==> config.mk <==
export PLATFORM = sky130hd
export DESIGN_NAME = cdc_handshake_tx
export DESIGN_NICKNAME = d
export VERILOG_FILES = /design/src/rtl/cdc_handshake_tx.sv
export SDC_FILE = /design/constraint.sdc
export NUM_CORES = 1
export LEC_CHECK = 0
export ABC_CLOCK_PERIOD_IN_PS = 3900
export CORE_MARGIN = 4
export CORE_UTILIZATION = 51
export DETAILED_ROUTE_END_ITERATION = 10
export PLACE_DENSITY = 0.86
export SYNTH_ARGS = -nofsm -noshare
export SYNTH_HDL_FRONTEND = slang
export SYNTH_SLANG_ARGS = --single-unit
==> constraint.sdc <==
create_clock -name Aclk -period 3.9 [get_ports Aclk]
set_input_delay 0.78 -clock Aclk [delete_from_list [all_inputs] [get_ports Aclk]]
set_output_delay 0.78 -clock Aclk [all_outputs]
set_load 0.005 [all_outputs]
==> src/rtl/cdc_handshake_tx.sv <==
// cdc_handshake_tx
//   Source side of a two-phase (toggle) req/ack clock-domain-crossing channel.
//   A word accepted on din/din_valid/din_ready is held stable on tx_data, and
//   tx_req toggles once to announce it. The far side answers by toggling
//   rx_ack. That ack passes through a SYNC_STAGES flop synchronizer before the
//   FSM compares it against tx_req. Two sticky error flags are provided: ack
//   timeout and a spurious ack toggle seen while idle.
//
// Ports
//   Aclk          in   sole clock, rising edge
//   reset         in   asynchronous, active-high, clears all state
//   din           in   word to send (WIDTH bits)
//   din_valid     in   din is valid
//   din_ready     out  block can accept (IDLE and not in reset)
//   tx_data       out  registered word to the far domain, stable while busy
//   tx_req        out  registered request toggle to the far domain
//   rx_ack        in   asynchronous ack toggle from the far domain
//   busy          out  transfer outstanding (WAIT_ACK)
//   done          out  one-cycle pulse on transfer completion
//   timeout_err   out  sticky: no ack within TIMEOUT cycles (0 disables)
//   protocol_err  out  sticky: synchronized ack changed while idle
module cdc_handshake_tx #(
  parameter int WIDTH       = 8,
  parameter int SYNC_STAGES = 3,
  parameter int TIMEOUT     = 255
) (
  input  logic             Aclk,
  input  logic             reset,
  input  logic [WIDTH-1:0] din,
  input  logic             din_valid,
  output logic             din_ready,
  output logic [WIDTH-1:0] tx_data,
  output logic             tx_req,
  input  logic             rx_ack,
  output logic             busy,
  output logic             done,
  output logic             timeout_err,
  output logic             protocol_err
);

  // The counter must be able to hold TIMEOUT itself, which is its saturation value.
  localparam int CNT_W = (TIMEOUT < 2) ? 1 : $clog2(TIMEOUT + 1);
  localparam logic [CNT_W-1:0] CNT_MAX  = CNT_W'(TIMEOUT);
  localparam logic [CNT_W-1:0] CNT_LAST = CNT_W'((TIMEOUT > 0) ? TIMEOUT - 1 : 0);
  localparam bit               TO_EN    = (TIMEOUT != 0);

  typedef enum logic [0:0] {
    IDLE     = 1'b0,
    WAIT_ACK = 1'b1
  } state_t;

  state_t           state_q, state_d;
  logic [WIDTH-1:0] tx_data_q, tx_data_d;
  logic             tx_req_q, tx_req_d;
  logic [CNT_W-1:0] cnt_q, cnt_d;
  logic             done_q, done_d;
  logic             timeout_err_q, timeout_err_d;
  logic             protocol_err_q, protocol_err_d;

  // rx_ack synchronizer: a plain shift chain with no logic between stages.
  logic [SYNC_STAGES-1:0] sync_q;
  logic                   ack_s;

  always_ff @(posedge Aclk or posedge reset) begin
    if (reset) begin
      sync_q <= '0;
    end else begin
      sync_q <= {sync_q[SYNC_STAGES-2:0], rx_ack};
    end
  end

  assign ack_s = sync_q[SYNC_STAGES-1];

  // din_ready depends only on the state register and reset. It has no path
  // from din_valid, so upstream may wait for ready before asserting valid.
  assign din_ready = (state_q == IDLE) && !reset;

  always_ff @(posedge Aclk or posedge reset) begin
    if (reset) begin
      state_q        <= IDLE;
      tx_data_q      <= '0;
      tx_req_q       <= 1'b0;
      cnt_q          <= '0;
      done_q         <= 1'b0;
      timeout_err_q  <= 1'b0;
      protocol_err_q <= 1'b0;
    end else begin
      state_q        <= state_d;
      tx_data_q      <= tx_data_d;
      tx_req_q       <= tx_req_d;
      cnt_q          <= cnt_d;
      done_q         <= done_d;
      timeout_err_q  <= timeout_err_d;
      protocol_err_q <= protocol_err_d;
    end
  end

  always_comb begin
    state_d        = state_q;
    tx_data_d      = tx_data_q;
    tx_req_d       = tx_req_q;
    cnt_d          = cnt_q;
    done_d         = 1'b0;
    timeout_err_d  = timeout_err_q;
    protocol_err_d = protocol_err_q;

    case (state_q)
      IDLE: begin
        // When the link is idle the acknowledged level must equal tx_req.
        // Any difference means the far side toggled when it should not have.
        if (ack_s != tx_req_q) begin
          protocol_err_d = 1'b1;
        end
        if (din_valid && din_ready) begin
          tx_data_d = din;
          tx_req_d  = ~tx_req_q;
          cnt_d     = '0;
          state_d   = WAIT_ACK;
        end
      end
      WAIT_ACK: begin
        if (ack_s == tx_req_q) begin
          state_d = IDLE;
          done_d  = 1'b1;
        end else begin
          if (cnt_q != CNT_MAX) begin
            cnt_d = cnt_q + 1'b1;
          end
          // Only the flag is raised. The toggle is still outstanding, so the
          // FSM keeps waiting and a late ack still completes the transfer.
          if (TO_EN && (cnt_q == CNT_LAST)) begin
            timeout_err_d = 1'b1;
          end
        end
      end
      default: begin
        state_d = IDLE;
      end
    endcase
  end

  assign tx_data      = tx_data_q;
  assign tx_req       = tx_req_q;
  assign busy         = (state_q == WAIT_ACK);
  assign done         = done_q;
  assign timeout_err  = timeout_err_q;
  assign protocol_err = protocol_err_q;

endmodule

==> reports/metrics.cfg, run 1 <==
[run_status]
status = completed

[yosys]
synth_top_flop_cell = dfrtp_1
synth-edff-count = 0
syn_area_sq_mm = 0.00105
synth_compound_area_frac = 0.117
synth_top_family_by_area = compound AO/OA/AOI/OAI gates
synth_xor_area_frac = 0.0489
synth_fa_ha_area_frac = 0.0238
yosys.area_share.simple = 0.105
syn-num-nets = 97
ys_async_sr_fraction = 1.00
yosysSeqAreaShare = 0.572
ys_seq_elements = 24
yosysUniqueCellTypes = 28
synth_area_per_cell_sq_um = 12.6
yosys_warnings = 0
synthMuxAreaShare = 0.106
synth_cells = 83

[place]
place_inst = 132
io_buffers = 25
finalWeightedCongestion = 0.812
hpwl_microns = 1480
placed_area_sq_mm = 0.00132

[layout]
final_common_cell = clkdlybuf4s50_1
drive_gt1_frac = 0.165
mostFrequentLayoutCells = clkdlybuf4s50_1, dfrtp_1, mux2_2
nets = 124
num_antenna_cells = 0
layout.cells.non_filler = 136
area_delta_synth_final_pct = 29.2
final_area_sq_mm = 0.00136
post-route-util = 0.691

[critical_path]
cp.arrival_ps = 1830
cp-start-kind = input pin
critPathKind = in -> out
critPathCaptureType = output pin
crit_fanout = 2
cp.required_ps = 3120

[global_routing]
track_usage = 0.162
grt_pass1_wl_microns = 3260
grt_max_degree = 25
globalRoute.totalOverflow = 0
grt_pass1_vias = 788
antenna_found_initial = 0

[worst_hold_path]
hold_class = reg -> reg

[die]
die_h_microns = 53.4
die-area_sq_mm = 0.00285
ioPinCount = 26
core-area_sq_mm = 0.00196
rows = 16
initial_core_util = 0.535
die_w_microns = 53.4

[power_and_ir_drop]
p_leak_nw = 0.624
p_per_area_mw_per_mm2 = 578
ir_worst_vdd_uv = 424

[cts]
cts_buffer_depth = 2
h-tree-depth = 1
hold_buffers = 0
cts_buffers = 3
cts_tree = yes
cts_sinks = 24
cts-resized-gates = 0
clk_latency_ps = 320
cts_setup_buffers = 0
clkSlewWorstSetupHoldPaths_ps = 120
cts_root_buffer = clkbuf_4

[sta]
fin_worst_skew_ps = 5.83
setup_viol = 0
max_slew_margin = 0.410
whs_ps = 362
rsz0062_at_grt = false
tightest_slew_ps = 883
setup_tns_ps = 0
report.final.hold_viol_count = 0
slew_viol_final = 0
fmax_ghz = 0.384
fin_crit_sh = 0.668
fin_crit_ps = 2610

[route]
ant_nets = 0
drc_errors = 0
firstDrtPassIters = 4
wl_per_cell_microns = 14.5
drt_wl_total_microns = 1970
drt_iter0_drc = 5
vias = 741
viasPerCell = 5.45

[job]
drv_cap = 0

stage by stage:
| stage | setup slack [ps] | power [W] |
|---|---|---|
| after floorplan | 2130 | 0.000506 |
| after global placement | 1300 | 0.000648 |
| after detailed placement | 1280 | 0.000662 |
| after CTS | 1280 | 0.000795 |
| after global routing | 1250 | 0.000837 |
| final | 1290 | 0.000784 |
Yosys cell counts (all sizes together) (3+ instances only):
cell type / count / area share
xnor2: 3 / 0.025
a21o: 3 / 0.024
nor3: 3 / 0.014
mux2: 9 / 0.097
inv: 4 / 0.014
nor2: 3 / 0.011
and2: 4 / 0.024
a31oi: 3 / 0.024
dfrtp: 24 / 0.57
nand4: 3 / 0.024
nand2: 3 / 0.011
a22o: 5 / 0.042
sequential cells by signal, summed over array words and instances (netlist names):
signal / count
cnt_q: 8
tx_data: 8
sync_q: 3
busy: 1
done: 1
protocol_err: 1
timeout_err: 1
tx_req: 1
logic make-up (layout without fill, tap and decap cells):
logic type               Yosys count  in the layout
AO/OA/AOI/OAI                     15             15
XOR/XNOR                           5              5
adder cells (fa/ha/maj)            2              2
buffers and inverters              7             33
flip-flops                        24             24
multiplexers                      10             10
AND/OR/NAND/NOR                   20             20
metal layers:
metal,track usage,up-vias,routed length [microns]
met5,0,-,0
met3,0.0620,5,191
met4,0.0894,0,48
met1,0.164,358,787
met2,0.282,32,940
li1,-,346,-
layout make-up:
type,instances,area (sq um)
multi-input cells,52,420
well taps,27,33.8
repair buffers,25,250
inverters,4,15.0
flip-flops and latches,24,601
fillers,172,606
clock buffers,4,36.3
power breakdown:
| group | switching, W | internal (W) |
|---|---|---|
| clock network | 0.0000729 | 0.0000571 |
| logic | 0.000109 | 0.000169 |
| registers | 0.0000635 | 0.000313 |
worst paths after layout:
check                                 end  startpoint  slack [ps]  cells past startpoint
worst max-delay path            din_ready       reset        1290                      3
worst min-delay path            sync_q[2]   sync_q[1]         360                      0
worst max register to register   cnt_q[1]        busy        1960                      4
worst min register to register  sync_q[2]   sync_q[1]         360                      0
max in group asynchronous        cnt_q[3]       reset        2400                      2
min in group asynchronous        cnt_q[0]       reset         960                      2
worst max-delay path, stage by stage:
cell	delay, ps
clkdlybuf4s50_1	410
nor2_1	110
clkdlybuf4s50_1	520
Note: power is estimated with default switching activity, not from simulation.
==> run 2: changes to the inputs <==
- ABC_CLOCK_PERIOD_IN_PS: 3900 -> 2660
- CORE_UTILIZATION: 51 -> 47
- PLACE_DENSITY: 0.86 -> 0.81
- clock period: 3.9 -> 2.66 ns (I/O delays scaled with it)
==> run 2 against run 1 <==
  * Total power is 47% higher
  * Non-clock buffer count is 1 higher
  * Hold slack better by 7.4 ps
  * Critical path depth stayed put
  * Sequential share of layout area is 0.24 points lower
  * Sequential power is 46% higher
  * Clock power is 47% higher
  * Highest routed layer unchanged
==> reports/metrics.cfg, run 2 (same netlist as run 1, synthesis figures left out) <==
[critical_path]
cp.arrival_ps = 1600  ; -230 ps
crit_fanout = 2  ; unchanged
cp-start-kind = input pin
critPathCaptureType = output pin
critPathKind = in -> out
cp.required_ps = 2130  ; -990 ps

[die]
ioPinCount = 26  ; unchanged
initial_core_util = 0.514  ; -0.0210
die_w_microns = 55.3  ; +3.5%
rows = 16  ; unchanged
core-area_sq_mm = 0.00204  ; +4.1%
die-area_sq_mm = 0.00305  ; +7.2%
die_h_microns = 55.3  ; +3.5%

[cts]
cts-resized-gates = 0  ; unchanged
cts_buffers = 3  ; unchanged
cts_setup_buffers = 0  ; unchanged
cts_sinks = 24  ; unchanged
h-tree-depth = 1  ; unchanged
clk_latency_ps = 320  ; about the same
clkSlewWorstSetupHoldPaths_ps = 130  ; about the same
cts_root_buffer = clkbuf_4
cts_tree = yes
cts_buffer_depth = 2  ; unchanged
hold_buffers = 0  ; unchanged

[sta]
fin_crit_ps = 2140
slew_viol_final = 0  ; unchanged
setup_tns_ps = 0  ; unchanged
fin_crit_sh = 0.803
finalWorstSetupSlack_ps = 524  ; -770 ps
setup_viol = 0  ; unchanged
fmax_ghz = 0.468
rsz0062_at_grt = false
tightest_slew_ps = 518  ; -366 ps
report.final.hold_viol_count = 0  ; unchanged
fin_worst_skew_ps = 3.57  ; -2.26 ps
max_slew_margin = 0.655  ; +0.244

[route]
drt_wl_total_microns = 2150  ; +9.0%
met3_length_microns = 146  ; -24%
wl_per_cell_microns = 15.7  ; +8.2%
firstDrtPassIters = 4  ; unchanged
viasPerCell = 5.42  ; -0.46%
dr.max_layer_used = met4
drc_errors = 0  ; unchanged
vias = 743  ; +0.27%
met2_length_microns = 1090  ; +16%
ant_nets = 0  ; unchanged
drt_iter0_drc = 8  ; +3
m1WireLength_microns = 878  ; +12%

[power_and_ir_drop]
p_comb_frac = 0.358  ; +0.004
p_clk_frac = 0.166  ; about the same
swShare = 0.313  ; -0.000501
switchingPower_w = 0.000360  ; +47%
pwr-share-seq = 0.476  ; -0.004
p_leak_nw = 0.628  ; +0.77%
p_per_area_mw_per_mm2 = 844  ; +46%
power_w = 0.00115  ; +47%
intPower_w = 0.000792  ; +47%
ir_worst_vdd_uv = 551  ; +30%

[place]
finalWeightedCongestion = 0.765  ; -5.8%
dp_slack_ps = 375  ; -910 ps
hpwl_microns = 1590  ; +7.4%
io_buffers = 25  ; unchanged

[layout]
n_fill_cell = 174  ; +1.2%
seq_area_sq_um = 601  ; unchanged
nets = 125  ; +0.81%
post-route-util = 0.668  ; -0.0234
final_common_cell = clkdlybuf4s50_1
num_antenna_cells = 0  ; unchanged
drive_gt1_frac = 0.173  ; +0.00759
mostFrequentLayoutCells = clkdlybuf4s50_1, dfrtp_1, mux2_2
area_delta_synth_final_pct = 29.9
multi_input_area_sq_um = 420  ; unchanged

[global_routing]
grt_max_degree = 16  ; -36%
grt_pass1_vias = 808  ; +2.5%
globalRoute.totalOverflow = 0  ; unchanged
antenna_found_initial = 0  ; unchanged
grt_pass1_wl_microns = 3570  ; +9.6%
track_usage = 0.147  ; -0.0153

[run_status]
status = completed

[worst_hold_path]
hold_class = reg -> reg

[job]
drv_cap = 0  ; unchanged

## run 2: critical path, stage by stage
cell and delay, ps:
clkdlybuf4s50_1 420, nor2_1 120, clkdlybuf4s50_1 530
## run 2: through the flow
stage / cells / instance area [sq um] / hold slack [ps]
floorplan: 83 / 1050 / 331
global placement: 133 / 1330 / 335
detailed placement: 133 / 1330 / 345
CTS: 137 / 1360 / 375
global route: 137 / 1360 / 393
finish: 137 / 1360 / 369
## run 2: routing by layer
metal  global-route usage  vias to the layer above
li1                     -                      349
met1                0.164                      367
met2                0.255                       24
met3               0.0466                        3
met4               0.0625                        0
met5                    0                        -
## run 2: power by group through the flow
stage | combinational (W) | clock, W | sequential, W
floorplan | 0.000205 | 0 | 0.000536
global placement | 0.000405 | 0 | 0.000550
detailed placement | 0.000415 | 0 | 0.000556
CTS | 0.000420 | 0.000201 | 0.000550
global route | 0.000453 | 0.000218 | 0.000562
finish | 0.000412 | 0.000191 | 0.000548
## run 2: layout make-up
type / count / share of cell area
Tap cell: 27 / 0.0248
Timing Repair Buffer: 26 / 0.189
Multi-Input combinational cell: 52 / 0.308
Inverter: 4 / 0.0110
Clock buffer: 4 / 0.0266
Sequential cell: 24 / 0.440
## run 2: final timing paths
path                                start          to  slack (ps)  cells after the start
worst max-delay path                reset   din_ready         520                      3
worst min register to register  sync_q[0]   sync_q[1]         370                      0
worst max register to register       busy    cnt_q[1]         760                      4
worst min-delay path            sync_q[0]   sync_q[1]         370                      0
max in group asynchronous           reset  tx_data[6]        1610                      3
min in group asynchronous           reset    cnt_q[5]         510                      2
==> run 3: changes to the inputs <==
- ABC_CLOCK_PERIOD_IN_PS: 2660 -> 2100
- clock period: 2.66 -> 2.1 ns (I/O delays scaled with it)
==> run 3 against run 2 <==
  * Non-clock buffer count grew 2
  * Register-to-register slack worse by 380 ps
  * Clock skew is 2.0 ps higher
  * Combinational power increased by 31%
  * First-iteration DRC count grew 50%
  * Highest routed layer is now met3
==> reports/metrics.cfg, run 3 (same netlist as run 1, synthesis figures left out) <==
[route]
drt_iter0_drc = 12  ; +4
drc_errors = 0  ; unchanged
wl_per_cell_microns = 14.3  ; -8.9%
viasPerCell = 5.09  ; -6.1%
drt_wl_total_microns = 1980  ; -7.6%
vias = 708  ; -4.7%
firstDrtPassIters = 4  ; unchanged
ant_nets = 0  ; unchanged

[critical_path]
cp.arrival_ps = 1610  ; about the same
critPathKind = reg -> out
cpMaxStageDelayCell = dfrtp_1
crit_fanout = 13  ; +11
cp.required_ps = 1680  ; -450 ps
cp_slowest_stage_delay_ps = 550  ; +20 ps
critPathCaptureType = output pin
worstPathCellList = nor2_1, clkdlybuf4s50_1
cp-start-kind = register

[cts]
cts_buffers = 3  ; unchanged
cts-resized-gates = 0  ; unchanged
hold_buffers = 0  ; unchanged
clk_latency_ps = 300  ; -20 ps
cts_tree = yes
cts_root_buffer = clkbuf_4
cts_buffer_depth = 2  ; unchanged
cts_sinks = 24  ; unchanged
cts_setup_buffers = 0  ; unchanged
h-tree-depth = 1  ; unchanged
clkSlewWorstSetupHoldPaths_ps = 130  ; about the same

[layout]
post-route-util = 0.675  ; +0.00735
drive_gt1_frac = 0.188  ; +0.0148
n_fill_cell = 158  ; -9.2%
nets = 127  ; +1.6%
num_antenna_cells = 0  ; unchanged
mostFrequentLayoutCells = clkdlybuf4s50_1, dfrtp_1, mux2_2
final_common_cell = clkdlybuf4s50_1
area_delta_synth_final_pct = 31.3

[sta]
max_slew_margin = 0.704  ; +0.0496
rsz0062_at_grt = false
report.final.hold_viol_count = 0  ; unchanged
fin_crit_ps = 2030
setup_viol = 0  ; unchanged
fin_worst_skew_ps = 5.53  ; +1.96 ps
tightest_slew_ps = 443  ; -74.8 ps
fin_crit_sh = 0.966
fmax_ghz = 0.493
whs_ps = 364  ; -5.24 ps
setup_tns_ps = 0  ; unchanged
slew_viol_final = 0  ; unchanged

[global_routing]
antenna_found_initial = 0  ; unchanged
grt_pass1_wl_microns = 3370  ; -5.6%
globalRoute.totalOverflow = 0  ; unchanged
grt_pass1_vias = 770  ; -4.7%
grt_max_degree = 25  ; +9
track_usage = 0.135  ; -0.0118

[power_and_ir_drop]
p_per_area_mw_per_mm2 = 1060  ; +26%
p_leak_nw = 0.638  ; +1.6%
power_w = 0.00147  ; +27%
ir_worst_vdd_uv = 588  ; +6.6%

[die]
rows = 16  ; unchanged
die_w_microns = 55.3  ; unchanged
ioPinCount = 26  ; unchanged
core-area_sq_mm = 0.00204  ; unchanged
die-area_sq_mm = 0.00305  ; unchanged
die_h_microns = 55.3  ; unchanged
initial_core_util = 0.514  ; unchanged

[place]
finalWeightedCongestion = 0.802  ; +4.9%
io_buffers = 25  ; unchanged
hpwl_microns = 1520  ; -4.5%

[run_status]
status = completed

[worst_hold_path]
hold_class = reg -> reg

[job]
drv_cap = 0  ; unchanged

==> run 3: where the power goes <==
| part | total (W) | leakage, nW | switching (W) | internal, W |
|---|---|---|---|---|
| Clock | 0.000235 | 0.0210 | 0.000129 | 0.000106 |
| Combinational | 0.000538 | 0.318 | 0.000208 | 0.000329 |
| Sequential | 0.000693 | 0.299 | 0.000112 | 0.000581 |
==> run 3: critical path: cells and delay by family, from the launching register on <==
family	cells	cell delay, ps
flip-flops	1	550
buffers and inverters	1	540
AND/OR/NAND/NOR	1	210
==> run 3: per-layer routing <==
layer  vias to the layer above  wire length, microns  GRT usage
met5                         -                     0          0
met4                         0                     0     0.0313
met3                         0                   113     0.0396
met2                        19                  1010      0.233
met1                       333                   862      0.166
li1                        356                     -          -
==> run 3: layout make-up <==
type | instances | area, sq um | share of cell area
clock buffer | 4 | 36.3 | 0.0263
sequential | 24 | 601 | 0.436
tap | 27 | 33.8 | 0.0245
inverter | 4 | 15.0 | 0.0109
multi-input combinational | 52 | 420 | 0.305
timing repair buffer | 28 | 273 | 0.198
==> run 3: per-stage QoR <==
| stage | cells | setup WS [ps] | instance area (sq um) |
|---|---|---|---|
| after global placement | 135 | 216 | 1340 |
| after global routing | 139 | 2.60 | 1380 |
| after floorplan | 83 | 529 | 1050 |
| final | 139 | 72.1 | 1380 |
| after CTS | 139 | 56.3 | 1380 |
| after detailed placement | 135 | 164 | 1340 |
==> run 3: final timing paths <==
path | from | end | slack [ps] | cells after the start
max in group asynchronous | reset | cnt_q[1] | 1390 | 3
min reg2reg | sync_q[1] | sync_q[2] | 360 | 0
max | busy | din_ready | 70 | 2
min | sync_q[1] | sync_q[2] | 360 | 0
min in group asynchronous | reset | busy | 470 | 3
max reg2reg | busy | tx_data[2] | 380 | 4
